File: config.mk
export PLATFORM = sky130hd
export DESIGN_NAME = pp_pipeline_accel_dim_bcast
export DESIGN_NICKNAME = d
export VERILOG_FILES = /design/src/rtl/pp_pipeline_accel_pkg.sv /design/src/rtl/pp_pipeline_accel_seq_mul.sv /design/src/rtl/pp_pipeline_accel_dim_bcast.sv
export SDC_FILE = /design/constraint.sdc
export NUM_CORES = 1
export LEC_CHECK = 0
export ABC_AREA = 1
export CORE_MARGIN = 2
export CORE_UTILIZATION = 50
export CTS_CLUSTER_SIZE = 16
export DETAILED_ROUTE_END_ITERATION = 10
export HOLD_SLACK_MARGIN = 0.12
export PLACE_DENSITY = 0.81
export REMOVE_ABC_BUFFERS = 1
export SYNTH_ARGS = -nofsm -noshare
export SYNTH_HDL_FRONTEND = slang
export SYNTH_HIERARCHICAL = 1
export SYNTH_SLANG_ARGS = --single-unit
File: constraint.sdc
create_clock -name ap_clk -period 5.6 [get_ports ap_clk]
set_input_delay 0.56 -clock ap_clk [delete_from_list [all_inputs] [get_ports ap_clk]]
set_output_delay 0.56 -clock ap_clk [all_outputs]
set_load 0.005 [all_outputs]
File: src/rtl/pp_pipeline_accel_pkg.sv
// Shared types and constants for the pp_pipeline_accel dataflow head.
package pp_pipeline_accel_pkg;

    localparam int unsigned MaxDimDefault = 4096;

    typedef enum logic [1:0] {StIdle, StCalc, StHold} state_e;

    // Internal dimension width: enough bits to hold max_dim itself.
    function automatic int unsigned calc_nb(input int unsigned max_dim);
        return $clog2(max_dim) + 1;
    endfunction

endpackage

File: src/rtl/pp_pipeline_accel_seq_mul.sv
// Shift-add sequential multiplier: W cycles from start to done, product held until next start.
module pp_pipeline_accel_seq_mul #(
    parameter int unsigned W = 13
) (
    input  logic           clk_i,
    input  logic           rst_ni,
    input  logic           start_i,
    input  logic [W-1:0]   a_i,
    input  logic [W-1:0]   b_i,
    output logic           done_o,
    output logic [2*W-1:0] product_o
);

    localparam int unsigned CntW = (W > 1) ? $clog2(W) : 1;

    logic [2*W-1:0] acc_q, acc_d, mcand_q, mcand_d;
    logic [W-1:0]   mplier_q, mplier_d;
    logic [CntW-1:0] cnt_q, cnt_d;
    logic           busy_q, busy_d;

    // The start edge already performs the first partial product.
    always_comb begin
        acc_d    = acc_q;
        mcand_d  = mcand_q;
        mplier_d = mplier_q;
        cnt_d    = cnt_q;
        busy_d   = busy_q;
        if (start_i) begin
            acc_d    = b_i[0] ? {{W{1'b0}}, a_i} : '0;
            mcand_d  = {{W{1'b0}}, a_i} << 1;
            mplier_d = b_i >> 1;
            cnt_d    = CntW'(W - 1);
            busy_d   = 1'b1;
        end else if (busy_q) begin
            if (cnt_q == '0) begin
                busy_d = 1'b0;
            end else begin
                if (mplier_q[0]) acc_d = acc_q + mcand_q;
                mcand_d  = mcand_q << 1;
                mplier_d = mplier_q >> 1;
                cnt_d    = cnt_q - 1'b1;
            end
        end
    end

    always_ff @(posedge clk_i or negedge rst_ni) begin
        if (!rst_ni) begin
            acc_q    <= '0;
            mcand_q  <= '0;
            mplier_q <= '0;
            cnt_q    <= '0;
            busy_q   <= 1'b0;
        end else begin
            acc_q    <= acc_d;
            mcand_q  <= mcand_d;
            mplier_q <= mplier_d;
            cnt_q    <= cnt_d;
            busy_q   <= busy_d;
        end
    end

    assign done_o    = busy_q && (cnt_q == '0);
    assign product_o = acc_q;

endmodule

File: src/rtl/pp_pipeline_accel_dim_bcast.sv
// Captures frame dimensions, derives subsampled sizes and pixel counts, and broadcasts
// them to NUM_CONS consumers, holding results until every consumer has acknowledged.
module pp_pipeline_accel_dim_bcast
    import pp_pipeline_accel_pkg::*;
#(
    parameter int unsigned DIM_W     = 32,
    parameter int unsigned MAX_DIM   = MaxDimDefault,
    parameter int unsigned SUB_SHIFT = 1,
    parameter int unsigned NUM_CONS  = 4,
    parameter int unsigned PIX_W     = 26,
    localparam int unsigned NB       = calc_nb(MAX_DIM)
) (
    input  logic                ap_clk,
    input  logic                ap_rst_n,
    input  logic                ap_start,
    output logic                ap_ready,
    output logic                ap_idle,
    output logic                ap_done,
    input  logic [DIM_W-1:0]    in_img_height,
    input  logic [DIM_W-1:0]    in_img_width,
    input  logic [DIM_W-1:0]    out_img_height,
    input  logic [DIM_W-1:0]    out_img_width,
    input  logic [NUM_CONS-1:0] cons_ack,
    output logic [NUM_CONS-1:0] dim_valid,
    output logic [DIM_W-1:0]    in_h,
    output logic [DIM_W-1:0]    in_w,
    output logic [DIM_W-1:0]    out_h,
    output logic [DIM_W-1:0]    out_w,
    output logic [NB-1:0]       sub_h,
    output logic [NB-1:0]       sub_w,
    output logic [PIX_W-1:0]    in_pixels,
    output logic [PIX_W-1:0]    out_pixels,
    output logic                cfg_err
);

    state_e              state_q, state_d;
    logic [NUM_CONS-1:0] valid_q, valid_d;
    logic                capture, dims_bad, mul_start, mul_done, done_in, done_out;
    logic [2*NB-1:0]     prod_in, prod_out;

    logic [DIM_W-1:0] in_h_q, in_w_q, out_h_q, out_w_q;
    logic [NB-1:0]    sub_h_q, sub_w_q;
    logic [PIX_W-1:0] in_pix_q, out_pix_q;
    logic             cfg_err_q;

    function automatic logic dim_bad(input logic [DIM_W-1:0] d);
        return (d == '0) || (d > DIM_W'(MAX_DIM));
    endfunction

    assign dims_bad  = dim_bad(in_img_height) || dim_bad(in_img_width) ||
                       dim_bad(out_img_height) || dim_bad(out_img_width);
    assign capture   = (state_q == StIdle) && ap_start;
    assign mul_start = capture && !dims_bad;
    assign mul_done  = done_in && done_out;

    always_comb begin
        state_d = state_q;
        valid_d = valid_q;
        case (state_q)
            StIdle: begin
                if (ap_start) begin
                    if (dims_bad) begin
                        state_d = StHold;
                        valid_d = '1;
                    end else begin
                        state_d = StCalc;
                    end
                end
            end
            StCalc: begin
                if (mul_done) begin
                    state_d = StHold;
                    valid_d = '1;
                end
            end
            StHold: begin
                valid_d = valid_q & ~cons_ack;
                if (valid_d == '0) state_d = StIdle;
            end
            default: state_d = StIdle;
        endcase
    end

    always_ff @(posedge ap_clk or negedge ap_rst_n) begin
        if (!ap_rst_n) begin
            state_q <= StIdle;
            valid_q <= '0;
        end else begin
            state_q <= state_d;
            valid_q <= valid_d;
        end
    end

    // Pixel counts keep the previous frame's values until CALC finishes.
    always_ff @(posedge ap_clk or negedge ap_rst_n) begin
        if (!ap_rst_n) begin
            in_h_q    <= '0;
            in_w_q    <= '0;
            out_h_q   <= '0;
            out_w_q   <= '0;
            sub_h_q   <= '0;
            sub_w_q   <= '0;
            in_pix_q  <= '0;
            out_pix_q <= '0;
            cfg_err_q <= 1'b0;
        end else begin
            if (capture) begin
                in_h_q    <= in_img_height;
                in_w_q    <= in_img_width;
                out_h_q   <= out_img_height;
                out_w_q   <= out_img_width;
                sub_h_q   <= NB'(in_img_height >> SUB_SHIFT);
                sub_w_q   <= NB'(in_img_width >> SUB_SHIFT);
                cfg_err_q <= dims_bad;
                if (dims_bad) begin
                    in_pix_q  <= '0;
                    out_pix_q <= '0;
                end
            end
            if ((state_q == StCalc) && mul_done) begin
                in_pix_q  <= PIX_W'(prod_in);
                out_pix_q <= PIX_W'(prod_out);
            end
        end
    end

    pp_pipeline_accel_seq_mul #(.W(NB)) u_mul_in (
        .clk_i     (ap_clk),
        .rst_ni    (ap_rst_n),
        .start_i   (mul_start),
        .a_i       (NB'(in_img_height)),
        .b_i       (NB'(in_img_width)),
        .done_o    (done_in),
        .product_o (prod_in)
    );

    pp_pipeline_accel_seq_mul #(.W(NB)) u_mul_out (
        .clk_i     (ap_clk),
        .rst_ni    (ap_rst_n),
        .start_i   (mul_start),
        .a_i       (NB'(out_img_height)),
        .b_i       (NB'(out_img_width)),
        .done_o    (done_out),
        .product_o (prod_out)
    );

    assign ap_ready   = capture && ap_rst_n;
    assign ap_idle    = (state_q == StIdle) && !ap_start;
    assign ap_done    = (state_q == StHold);
    assign dim_valid  = valid_q;
    assign in_h       = in_h_q;
    assign in_w       = in_w_q;
    assign out_h      = out_h_q;
    assign out_w      = out_w_q;
    assign sub_h      = sub_h_q;
    assign sub_w      = sub_w_q;
    assign in_pixels  = in_pix_q;
    assign out_pixels = out_pix_q;
    assign cfg_err    = cfg_err_q;

endmodule

# Word-level counts from Yosys, hierarchy flattened
# Index checks and enable logic that the tools add are counted.
# totals
register_bits	353
in_bits	135
out_inout_bits	214
word_cells	125
# classes
add_sub_neg	4
n_lt_le_gt_ge	4
eq_ne	8
n_mux	47
bitwise	2
n_reduce_logical	39
# op_table
cell	count
26-bit 2-to-1 mux	18
32-bit by 13-bit greater-than comparator with 1-bit output (second input constant)	4
32-bit zero test	4
13-bit 2-to-1 mux	8
26-bit adder	2
4-bit 2-to-1 mux	9
4-bit zero test	3
4-bit case mux with 3 select lines	1
2-bit nonzero test	6
2-bit != test (second input constant)	5
3-bit AND reduction	3
1-bit logical AND	8
2-bit 2-to-1 mux	4
4-bit by 1-bit subtractor with 4-bit output (second input constant)	2
1-bit logical OR	7
1-bit 2-to-1 mux	6
2-bit case mux with 3 select lines	1
2-bit AND reduction	3
4-bit AND	1
4-bit NOT	1
4-bit AND reduction	1
3-bit nonzero test	1
2-bit by 1-bit == test with 1-bit output (second input constant)	1
2-bit == test (second input constant)	1
3 further kinds	4

# Longest topological paths before layout
# Gate-level depths: netlist (run 1).
# depth
word_depth	9
ltp_mapped	17

# By module
# Netlist (run 1), hierarchy kept.
# modules_own_cells
module	n_inst	cells_per_inst	area_each_um2	seq_area_each_um2
pp_pipeline_accel_seq_mul	2	689	4739.5	1701.6
pp_pipeline_accel_dim_bcast	1	988	7917.6	4679.5

# Worst setup path after synthesis (run 1)
# No wires, ideal clock.
# synth_timing
path_type	input port to flip-flop
start	in in_img_height[1]
end	reg u_mul_in.mcand_q[12]
setup_ns	0.137
arrival_time_ns	2.315
t_required_ns	5.463
setup_slack_ns	3.147
stages	14
path_buffers	2
cell_sequence	nor2_1 -> nand2_1 -> nor2_1 -> nand2_1 -> nand2_1 -> nand2_1 -> nor2_1 -> nand3_1 -> nor2_1 -> buf_2 -> nor2_2 -> inv_2 -> buf_2 -> o221ai_1
# synth_via
elab_chain_cells	9
elab_cells_between_ends	12
# synth_rtl
element	line	text
start, declared	pp_pipeline_accel_dim_bcast.sv:19	input logic [DIM_W-1:0] in_img_height,
32-bit by 13-bit greater-than comparator with 1-bit output or 32-bit zero test (tied branches)	pp_pipeline_accel_dim_bcast.sv:47	return (d == '0) || (d > DIM_W'(MAX_DIM));
1-bit logical OR (*)	pp_pipeline_accel_dim_bcast.sv:47	
1-bit logical OR (*) (2 in series)	pp_pipeline_accel_dim_bcast.sv:50	assign dims_bad = dim_bad(in_img_height) || dim_bad(in_img_width) ||
1-bit logical OR (*)	pp_pipeline_accel_dim_bcast.sv:51	dim_bad(out_img_height) || dim_bad(out_img_width);
1-bit zero test (*)	pp_pipeline_accel_dim_bcast.sv:53	assign mul_start = capture && !dims_bad;
1-bit logical AND (*)	pp_pipeline_accel_dim_bcast.sv:53	
via mul_start	pp_pipeline_accel_dim_bcast.sv:38	logic capture, dims_bad, mul_start, mul_done, done_in, done_out;
2-bit != test (no source line) or 2-bit nonzero test (tied branches)	n/a	
2-bit AND reduction (no source line)	n/a	
end signal, assigned	pp_pipeline_accel_seq_mul.sv:55	mcand_q <= mcand_d;
end, declared	pp_pipeline_accel_seq_mul.sv:16	logic [2*W-1:0] acc_q, acc_d, mcand_q, mcand_d;
# Mark *: on every way through the listed nets, which the timed path passes. The rest lies on a longest branch.
# A chain may end at the register's enable or synchronous reset.

# Final worst setup path (run 1)
# layout_timing
start	in in_img_height[7]
end	reg u_mul_in.mplier_q[8]
# layout_via
elab_chain_cells	9
elab_cells_between_ends	12
# layout_rtl
element	line	text
32-bit by 13-bit greater-than comparator with 1-bit output or 32-bit zero test (tied branches)	pp_pipeline_accel_dim_bcast.sv:47	
1-bit logical OR (*)	pp_pipeline_accel_dim_bcast.sv:47	
1-bit logical OR (*) (2 in series)	pp_pipeline_accel_dim_bcast.sv:50	
1-bit logical OR (*)	pp_pipeline_accel_dim_bcast.sv:51	
1-bit zero test (*)	pp_pipeline_accel_dim_bcast.sv:53	
1-bit logical AND (*)	pp_pipeline_accel_dim_bcast.sv:53	
via mul_start	pp_pipeline_accel_dim_bcast.sv:38	
2-bit != test (no source line) or 2-bit nonzero test (tied branches)	n/a	
2-bit AND reduction (no source line)	n/a	
end signal, assigned	pp_pipeline_accel_seq_mul.sv:56	mplier_q <= mplier_d;
end, declared	pp_pipeline_accel_seq_mul.sv:17	logic [W-1:0] mplier_q, mplier_d;
# Marks and branches as above.

==> impl_metrics.json, run 1 <==
{
  "grt_overflow": 0,
  "power.density_nw_per_um2": 346,
  "num_vias": 16400,
  "post-cts-setup-buffer-count": 0,
  "detail-route-antenna-nets": 0,
  "routed_wl_mm": 51.9,
  "fp.dieH_um": 191,
  "diodes": 0,
  "drv_slew": 0,
  "die-area_sq_um": 36300,
  "wire_per_inst_um": 16.5,
  "grt_use_total_pct": 28.6,
  "rsz0062_at_grt": "no",
  "crit_path_end_kind": "flip-flop",
  "drt_pass1_iterations": 5,
  "design_area_sq_um": 22100,
  "hold_viol_final": 0,
  "max_cap_violations": 0,
  "die_w_um": 191,
  "fmax_mhz": 285,
  "fin_ws_ns": 2.09,
  "worst_slew_pin_slew_ns": 1.30,
  "root_buffer": "clkbuf_16",
  "start_util_pct": 50.6,
  "syn_area_sq_um": 17400,
  "worstPathArrival_ns": 3.88,
  "area_growth_pct": 27.1,
  "num_io_pins": 349,
  "synth_cell_types": 37,
  "drive_gt1_share_pct": 5.14,
  "status": "complete, no violations",
  "core_sq_um": 34400,
  "critPathMaxFanout": 26,
  "ir_worst_vdd_mv": 0.318,
  "numCtsBuffers": 36,
  "crit_required_ns": 5.97,
  "p_leak_uw": 0.0112,
  "drc": 0,
  "io_buffer_count": 348,
  "slew_headroom_pct": 12.7,
  "place_hpwl_mm": 38.1,
  "cts_buffer_depth": 3,
  "fin_skew_ns": 0.0121,
  "avgSynthCellArea_sq_um": 7.35,
  "grt_pass1_wl_mm": 82.4,
  "place_area_sq_um": 20900,
  "worstHoldPathCells": 2,
  "ys_ff_latch": 323,
  "cts_resized": 0,
  "first_iter_violations": 1318,
  "startpoint_type": "input port",
  "gp_congestion": 0.909,
  "finalPower_uw": 7660,
  "clock_latency_ns": 0.53,
  "holdCritPathClass": "reg -> reg",
  "postSynthCellCount": 2366,
  "antenna_found_initial": 0,
  "grt_max_degree": 164,
  "finalCritPeriodShare_pct": 62.7,
  "critPathKind": "in -> reg",
  "whs_ns": 0.467,
  "cts_num_sinks": 323,
  "path_clk_slew_ns": 0.06,
  "worst-r2r-cell-count": 11,
  "nNetsFinal": 2849,
  "h-tree-depth": 2,
  "grt_pass1_vias": 15700,
  "fillers": 2931,
  "dpl_worst_slack_ns": 1.52,
  "synth-seq-area-share_pct": 46.5,
  "setup_violations": 0,
  "yosys_warnings": 6,
  "fp-row-count": 68,
  "via_per_inst": 5.22,
  "min_period_ns": 3.51,
  "cts_tree": "yes"
}
## where the power goes
part / internal, uW / switching (uW) / total (uW)
Clock: 1430 / 944 / 2380
Sequential: 2800 / 301 / 3100
Combinational: 1220 / 962 / 2180
## state kept, by name, indices dropped and copies added (netlist names), 12 cells and up
signal / flops
out_h: 32
u_mul_in/product_o: 26
u_mul_out/mcand_q: 25
out_pixels: 26
in_w: 32
in_h: 32
u_mul_in/mcand_q: 25
u_mul_out/mplier_q: 12
in_pixels: 26
u_mul_in/mplier_q: 12
u_mul_out/product_o: 26
out_w: 32
## what timing repair did
item,4_1_cts,5_1_grt
endpoints found under the hold margin,78,0
setup endpoints to repair,0,0
hold buffers,1,0
## cell type report
class	count	area, sq um	share of cell area [%]
multi-input combinational	1684	7730	35.0
clock inverter	11	160	0.724
timing repair buffer	358	3580	16.2
sequential	323	8080	36.6
clock buffer	50	1000	4.54
tap	455	569	2.57
inverter	259	982	4.44
## synth_stat cells
cell type / number / area, sq um
a31oi_1: 22 / 138
buf_2: 48 / 240
o31ai_1: 4 / 30.0
o21a_1: 1 / 7.51
nor3_1: 6 / 30.0
buf_6: 11 / 124
ha_1: 50 / 626
fa_1: 2 / 40.0
o21ai_1: 12 / 60.1
buf_4: 26 / 195
o21ai_0: 43 / 215
nand4_1: 22 / 138
o22ai_1: 16 / 100
a21oi_1: 55 / 275
a22oi_1: 14 / 105
inv_4: 2 / 12.5
nand2_2: 27 / 169
nor3_4: 1 / 16.3
o211ai_1: 12 / 90.1
clkinv_2: 2 / 10.0
clkbuf_1: 11 / 41.3
nor2_4: 10 / 113
and2_1: 4 / 25.0
xor2_1: 2 / 17.5
nor2_2: 10 / 62.6
buf_1: 4 / 15.0
nand2_4: 4 / 45.0
inv_1: 243 / 912
nand2_1: 1045 / 3920
o21ai_4: 2 / 32.5
dfrtp_1: 323 / 8080
inv_2: 12 / 45.0
nand3b_1: 2 / 15.0
nand3_1: 114 / 571
nor2_1: 180 / 676
o221ai_1: 20 / 175
or2_2: 4 / 25.0
## critical path, stage by stage
cell and delay (ns):
clkdlybuf4s50_1 0.51, nor2_1 0.20, nand2_1 0.08, nor2_1 0.31, nand2_1 0.10, nand2_1 0.06
nand2_1 0.05, nor2_1 0.13, nand3_1 0.27, nor2_4 0.23, inv_2 0.25, nand2_4 0.36
inv_1 0.37, a22oi_1 0.26, o21ai_0 0.13
## path summary, 6_finish.rpt
kind | end | slack [ns] | from
min reg2reg | in_pixels[14] | 0.47 | in_pixels[14]
max reg2reg | in_pixels[20] | 2.27 | u_mul_in/cnt_q[0]
min | in_pixels[14] | 0.47 | in_pixels[14]
min in group asynchronous | in_pixels[3] | 0.61 | ap_rst_n
max | u_mul_in/mplier_q[8] | 2.09 | in_img_height[7]
max in group asynchronous | out_w[31] | 3.43 | ap_rst_n
## per-stage QoR
stage	utilization (%)	setup TNS, ns	std cells
after floorplan	-	-438.25	2266
after global placement	60.9	0	3078
after detailed placement	60.9	0	3078
after CTS	64.3	0	3140
after global routing	64.3	0	3140
final	64.3	0	3140
## cells by family after synthesis
group	Yosys count	share of synthesized area, %
and+or+nand+nor	1429	33.4
AOI/OAI and AO/OA	201	7.06
xor gates and xnor gates	2	0.101
buffers and inverters	359	9.17
adders and majority gates	52	3.83
DFF	323	46.5
## layout by cell type (no fill, tap or decap), drive strengths merged, types with 14 or more instances in the layout
master and instances:
o22ai 16, nand2 1076, nand4 22, o221ai 20, ha 50, clkbuf 50
a31oi 22, nand3 114, a22oi 14, inv 257, o21ai 57, dfrtp 323
nor2 200, a21oi 55, clkdlybuf4s50 347
## per-layer routing
layer | part of all wire, % | vias up | global-route usage (%)
met3 | 6.5 | 109 | 5.04
met4 | 3.4 | 0 | 9.39
met5 | 0 | - | 0
met1 | 42 | 7723 | 37.7
li1 | - | 7975 | -
met2 | 48 | 579 | 47.7
(Power assumes the default switching activity.)
==> inputs of run 2 (changes only) <==
--- a/config.mk
+++ b/config.mk
@@ -7,11 +7,11 @@
 export LEC_CHECK = 0
 export ABC_AREA = 1
 export CORE_MARGIN = 2
-export CORE_UTILIZATION = 50
+export CORE_UTILIZATION = 47
 export CTS_CLUSTER_SIZE = 16
 export DETAILED_ROUTE_END_ITERATION = 10
 export HOLD_SLACK_MARGIN = 0.12
-export PLACE_DENSITY = 0.81
+export PLACE_DENSITY = 0.8
 export REMOVE_ABC_BUFFERS = 1
 export SYNTH_ARGS = -nofsm -noshare
 export SYNTH_HDL_FRONTEND = slang
==> constraint.sdc (replaced) <==
create_clock -name ap_clk -period 3.06 [get_ports ap_clk]
set_input_delay 0.306 -clock ap_clk [delete_from_list [all_inputs] [get_ports ap_clk]]
set_output_delay 0.306 -clock ap_clk [all_outputs]
set_load 0.005 [all_outputs]
==> run 2 against run 1 <==
Core utilization down 2.1 points. Largest cell class unchanged. Total power up 90%. First-iteration DRC count down 20%. Via count up 0.28%. Critical path depth up 2.
==> impl_metrics.json, run 2 (synthesized netlist as in run 1, its figures left out) <==
{
  "detail-route-antenna-nets": 0,
  "fillers": 3168,
  "ir_worst_vdd_mv": 0.619,
  "area_growth_pct": 30.7,
  "fin_cells": 3206,
  "power.density_nw_per_um2": 639,
  "post-cts-setup-buffer-count": 0,
  "fin_skew_ns": 0.0223,
  "drt_pass1_iterations": 6,
  "final_cell_mix": "nand2_1, clkdlybuf4s50_1, dfrtp_1, inv_1, nor2_1",
  "die-area_sq_um": 38600,
  "status": "complete, no violations",
  "crit_buf_inv": 4,
  "final_common_cell": "nand2_1",
  "grt_pass1_vias": 16200,
  "cts_buffer_depth": 3,
  "cpPeakStageDelay_ns": 0.56,
  "io_buffer_count": 348,
  "p_leak_uw": 0.0116,
  "cts_tree": "yes",
  "wl_met2_mm": 25.9,
  "slew_headroom_pct": 41.3,
  "wl_met1_mm": 22.4,
  "fin_ws_ns": 0.596,
  "max_cap_violations": 0,
  "drive_gt1_share_pct": 7.23,
  "num_io_pins": 349,
  "worst_slew_pin_slew_ns": 0.881,
  "core_sq_um": 36500,
  "path_clk_slew_ns": 0.06,
  "h-tree-depth": 2,
  "whs_ns": 0.164,
  "gp_congestion": 0.943,
  "setup_violations": 0,
  "placed_cells": 3138,
  "grt_use_total_pct": 27.6,
  "hold_viol_final": 0,
  "dpl_worst_slack_ns": 0.0951,
  "rsz0062_at_grt": "no",
  "drc": 0,
  "nNetsFinal": 2897,
  "startpoint_type": "input port",
  "finalCritPeriodShare_pct": 80.5,
  "fp-row-count": 70,
  "start_util_pct": 47.6,
  "routed_wl_mm": 53.3,
  "place_hpwl_mm": 39.2,
  "fp.dieH_um": 196,
  "holdCritPathClass": "in -> async",
  "cp_top_family": "simple AND/OR/NAND/NOR gates",
  "numCtsBuffers": 37,
  "final.setup.tns_ns": 0,
  "cts_num_sinks": 323,
  "die_w_um": 196,
  "cts_resized": 0,
  "clock_latency_ns": 0.54,
  "via_per_inst": 5.13,
  "highest_layer": "met4",
  "crit_slowest_cell": "clkdlybuf4s50_1",
  "fmax_mhz": 406,
  "grt_max_degree": 167,
  "diodes": 0,
  "wire_per_inst_um": 16.6,
  "route.met3.wl_mm": 3.36,
  "antenna_found_initial": 0,
  "cp_common_cell": "nand2_1",
  "min_period_ns": 2.46,
  "crit_required_ns": 3.47,
  "first_iter_violations": 1059,
  "grt_pass1_wl_mm": 84.9,
  "path_cells": "clkdlybuf4s50_1, nor2_1, nand2_1, nor2_1, nand2_1, nand2_1, nand2_1, nor2_1, nand3_1, nor2_4, buf_4, inv_2, nand2_4, o21ai_4, buf_4, a31oi_1, a21oi_1",
  "worstPathArrival_ns": 2.87,
  "root_buffer": "clkbuf_16",
  "num_vias": 16400,
  "grt_overflow": 0,
  "crit_path_end_kind": "flip-flop",
  "critPathMaxFanout": 6,
  "drv_slew": 0,
  "critPathKind": "in -> reg"
}
==> run 2: changes by cell type in the layout (fill, tap and decap cells not counted), sizes merged <==
cell / delta
bufinv: +1
buf: +47
inv: +2
clkinv: +3
==> run 2: layout make-up <==
class	instances	area, sq um	share of cell area (%)
repair buffers	405	4020	17.7
flip-flops and latches	323	8080	35.6
clock inverters	17	230	1.01
clock buffers	50	1100	4.83
multi-input cells	1684	7730	34.0
well taps	468	586	2.58
inverters	259	982	4.32
==> run 2: metrics by stage <==
| stage | utilization, % | instance area, sq um | total power, uW |
|---|---|---|---|
| after floorplan | - | 16800 | 6910 |
| after global placement | 58.6 | 21400 | 9680 |
| after detailed placement | 58.6 | 21400 | 9780 |
| after CTS | 62.2 | 22700 | 14700 |
| after global routing | 62.2 | 22700 | 15300 |
| final | 62.2 | 22700 | 14500 |
==> run 2: path summary, 6_finish.rpt <==
kind                       cells after the start         startpoint  slack (ns)               endpoint
max                                           17    in_img_width[0]        0.60  u_mul_in/product_o[8]
min                                            2           ap_rst_n        0.16                in_h[4]
max reg2reg                                   10         state_q[1]        0.86         out_pixels[17]
min reg2reg                                    2       in_pixels[5]        0.47           in_pixels[5]
max in group asynchronous                      3           ap_rst_n        1.82  u_mul_in/product_o[5]
min in group ap_clk                            3  in_img_height[25]        0.34               in_h[25]
==> run 2: worst register-to-register path, stage by stage (launching register included) <==
cell and delay [ns]:
dfrtp_1 0.43, nor2_1 0.17, inv_1 0.11, nor2_4 0.15, buf_4 0.49, nor2_1 0.11
inv_1 0.10, nand2_2 0.09, buf_4 0.26, nand2_1 0.12, nand2_1 0.06
==> run 2: what timing repair did <==
action | in CTS | in global routing
endpoints found under the hold margin | 323 | 0
hold buffers | 1 | 0
endpoints found under the setup margin | 0 | 0
==> run 2: report_power, final <==
part / total [uW] / switching (uW) / internal, uW
Sequential: 5680 / 562 / 5120
Clock: 4810 / 1860 / 2950
Combinational: 4040 / 1770 / 2270
==> run 2: per-layer routing <==
layer / global-route usage, % / vias up
li1: - / 8075
met1: 35.1 / 7698
met3: 5.60 / 105
met2: 47.3 / 554
met5: 0 / -
met4: 9.01 / 0
==> inputs of run 3 (changes only) <==
--- a/config.mk
+++ b/config.mk
@@ -7,11 +7,11 @@
 export LEC_CHECK = 0
 export ABC_AREA = 1
 export CORE_MARGIN = 2
-export CORE_UTILIZATION = 47
+export CORE_UTILIZATION = 50
 export CTS_CLUSTER_SIZE = 16
 export DETAILED_ROUTE_END_ITERATION = 10
 export HOLD_SLACK_MARGIN = 0.12
-export PLACE_DENSITY = 0.8
+export PLACE_DENSITY = 0.81
 export REMOVE_ABC_BUFFERS = 1
 export SYNTH_ARGS = -nofsm -noshare
 export SYNTH_HDL_FRONTEND = slang
==> constraint.sdc (replaced) <==
create_clock -name ap_clk -period 2.3 [get_ports ap_clk]
set_input_delay 0.23 -clock ap_clk [delete_from_list [all_inputs] [get_ports ap_clk]]
set_output_delay 0.23 -clock ap_clk [all_outputs]
set_load 0.005 [all_outputs]
==> run 3 against run 2 <==
Die area is 5.9% lower. Sequential power is 34% higher. Hold slack worse by 0.057 ns. Combinational power is 37% higher. Clock power is 29% higher. Count of clock-buffer cells in the layout is 9 higher. Non-clock buffer count is 86 higher. Global-route usage is 1.9 points higher. Wire length is 0.39% higher. Worst setup slack worse by 0.52 ns. Critical path type is now reg -> out. Critical endpoint is now ap_idle.
==> impl_metrics.json, run 3 (synthesized netlist as in run 1, its figures left out) <==
{
  "status": "complete, no violations",
  "worstPathArrival_ns": 2.00,
  "routed_wl_mm": 53.5,
  "drt_pass1_iterations": 8,
  "detail-route-antenna-nets": 0,
  "gp_congestion": 0.921,
  "start_util_pct": 50.6,
  "globalRouteMet1Util_pct": 36.6,
  "first_iter_violations": 1172,
  "grt_pass1_wl_mm": 85.5,
  "drive_gt1_share_pct": 10.4,
  "postLayoutCoreUtil_pct": 68.2,
  "io_buffer_count": 348,
  "grt_use_met2_pct": 50.1,
  "cts_num_sinks": 323,
  "core_sq_um": 34400,
  "fin_ws_ns": 0.0746,
  "final_cell_mix": "nand2_1, clkdlybuf4s50_1, dfrtp_1, inv_1, nor2_1",
  "setup_violations": 0,
  "crit_required_ns": 2.07,
  "finalCritPeriodShare_pct": 96.8,
  "min_period_ns": 2.23,
  "critPathMaxFanout": 4,
  "grt_pass1_vias": 17000,
  "grt_overflow": 0,
  "h-tree-depth": 2,
  "die_w_um": 191,
  "path_clk_slew_ns": 0.06,
  "busiest_layer": "met2",
  "num_vias": 17000,
  "clock_latency_ns": 0.54,
  "fmax_mhz": 449,
  "met3_usage_pct": 6.02,
  "root_buffer": "clkbuf_16",
  "critPathKind": "reg -> out",
  "hold_viol_final": 0,
  "worst-r2r-cell-count": 9,
  "finalPower_uw": 19300,
  "startpoint_type": "flip-flop",
  "whs_ns": 0.107,
  "holdCritPathClass": "in -> reg",
  "wire_per_inst_um": 16.3,
  "numCtsBuffers": 38,
  "crit_slowest_cell": "clkdlybuf4s50_1",
  "path_cells": "nor2_2, inv_1, nor2_1, clkdlybuf4s50_1",
  "ir_worst_vdd_mv": 0.757,
  "fp-row-count": 68,
  "crit_path_end_kind": "primary output",
  "antenna_found_initial": 0,
  "die-area_sq_um": 36300,
  "dpl_worst_slack_ns": -0.774,
  "fin_skew_ns": 0.0165,
  "nNetsFinal": 2984,
  "rsz0062_at_grt": "no",
  "num_io_pins": 349,
  "worst_slew_pin_slew_ns": 1.00,
  "p_leak_uw": 0.0121,
  "drv_slew": 0,
  "cts_buffer_depth": 3,
  "via_per_inst": 5.18,
  "cpPeakStageDelay_ns": 0.61,
  "slew_headroom_pct": 33.1,
  "drc": 0,
  "worstHoldPathCells": 4,
  "place_hpwl_mm": 40.0,
  "grt_use_total_pct": 29.5,
  "grt_max_degree": 168,
  "max_cap_violations": 0,
  "power.density_nw_per_um2": 825,
  "final_common_cell": "nand2_1",
  "fp.dieH_um": 191,
  "area_growth_pct": 34.8,
  "cts_tree": "yes"
}
## run 3: cell types whose count changed in the layout (fill, tap and decap cells not counted), sizes merged
cell | previous run | this run
diode | 0 | 1
clkinv | 10 | 7
clkinvlp | 2 | 1
inv | 259 | 258
dlymetal6s2s | 0 | 5
bufinv | 5 | 2
buf | 57 | 143
clkbuf | 50 | 59
clkdlybuf4s50 | 347 | 341
dlygate4sd2 | 0 | 1
## run 3: power breakdown
| group | switching [uW] | internal (uW) |
|---|---|---|
| logic | 2410 | 3140 |
| clock network | 2400 | 3800 |
| registers | 780 | 6810 |
| total | 5590 | 13700 |
## run 3: final timing paths
check                                         end              startpoint  slack (ns)
setup / recovery                          ap_idle              state_q[1]        0.07
hold / removal                            in_h[7]        in_img_height[7]        0.11
setup reg to reg           u_mul_out/product_o[7]  u_mul_out/product_o[1]        0.12
hold reg to reg                     in_pixels[13]           in_pixels[13]        0.47
max in group asynchronous                in_w[27]                ap_rst_n        0.90
min in group asynchronous                 in_h[5]                ap_rst_n        0.14
## run 3: what timing repair did
item	in CTS	in global routing
endpoints found under the hold margin	170	0
pin swaps	2	6
hold buffers	1	0
buffers inserted	3	2
gates resized for setup	10	17
cloned	0	0
endpoints found under the setup margin	130	75
## run 3: layer usage
| metal | part of all wire, % | routed length, um | vias to the layer above |
|---|---|---|---|
| met4 | 4.0 | 2150 | 0 |
| li1 | - | - | 8245 |
| met3 | 6.7 | 3580 | 146 |
| met2 | 48 | 25900 | 591 |
| met1 | 41 | 21900 | 8021 |
| met5 | 0 | 0 | - |
## run 3: layout make-up
class	count	area, sq um
Fill cell	2818	10900
Clock buffer	59	1190
Antenna cell	1	2.50
Tap cell	455	569
Inverter	259	982
Clock inverter	9	104
Sequential cell	323	8080
Timing Repair Buffer	491	4720
Multi-Input combinational cell	1684	7790
## run 3: critical path, delay by kind of cell (launching register included)
family	cells	cell delay (ns)
buffers and inverters	2	0.73
flip-flops	1	0.45
AND/OR/NAND/NOR	2	0.29
## run 3: through the flow
step                      std cells  setup TNS [ns]  cell area [sq um]
after floorplan                2266        -1419.03              16800
after global routing           3280               0              23400
after detailed placement       3206          -93.67              22000
after global placement         3206          -92.24              22000
after CTS                      3278               0              23400
final                          3281               0              23400
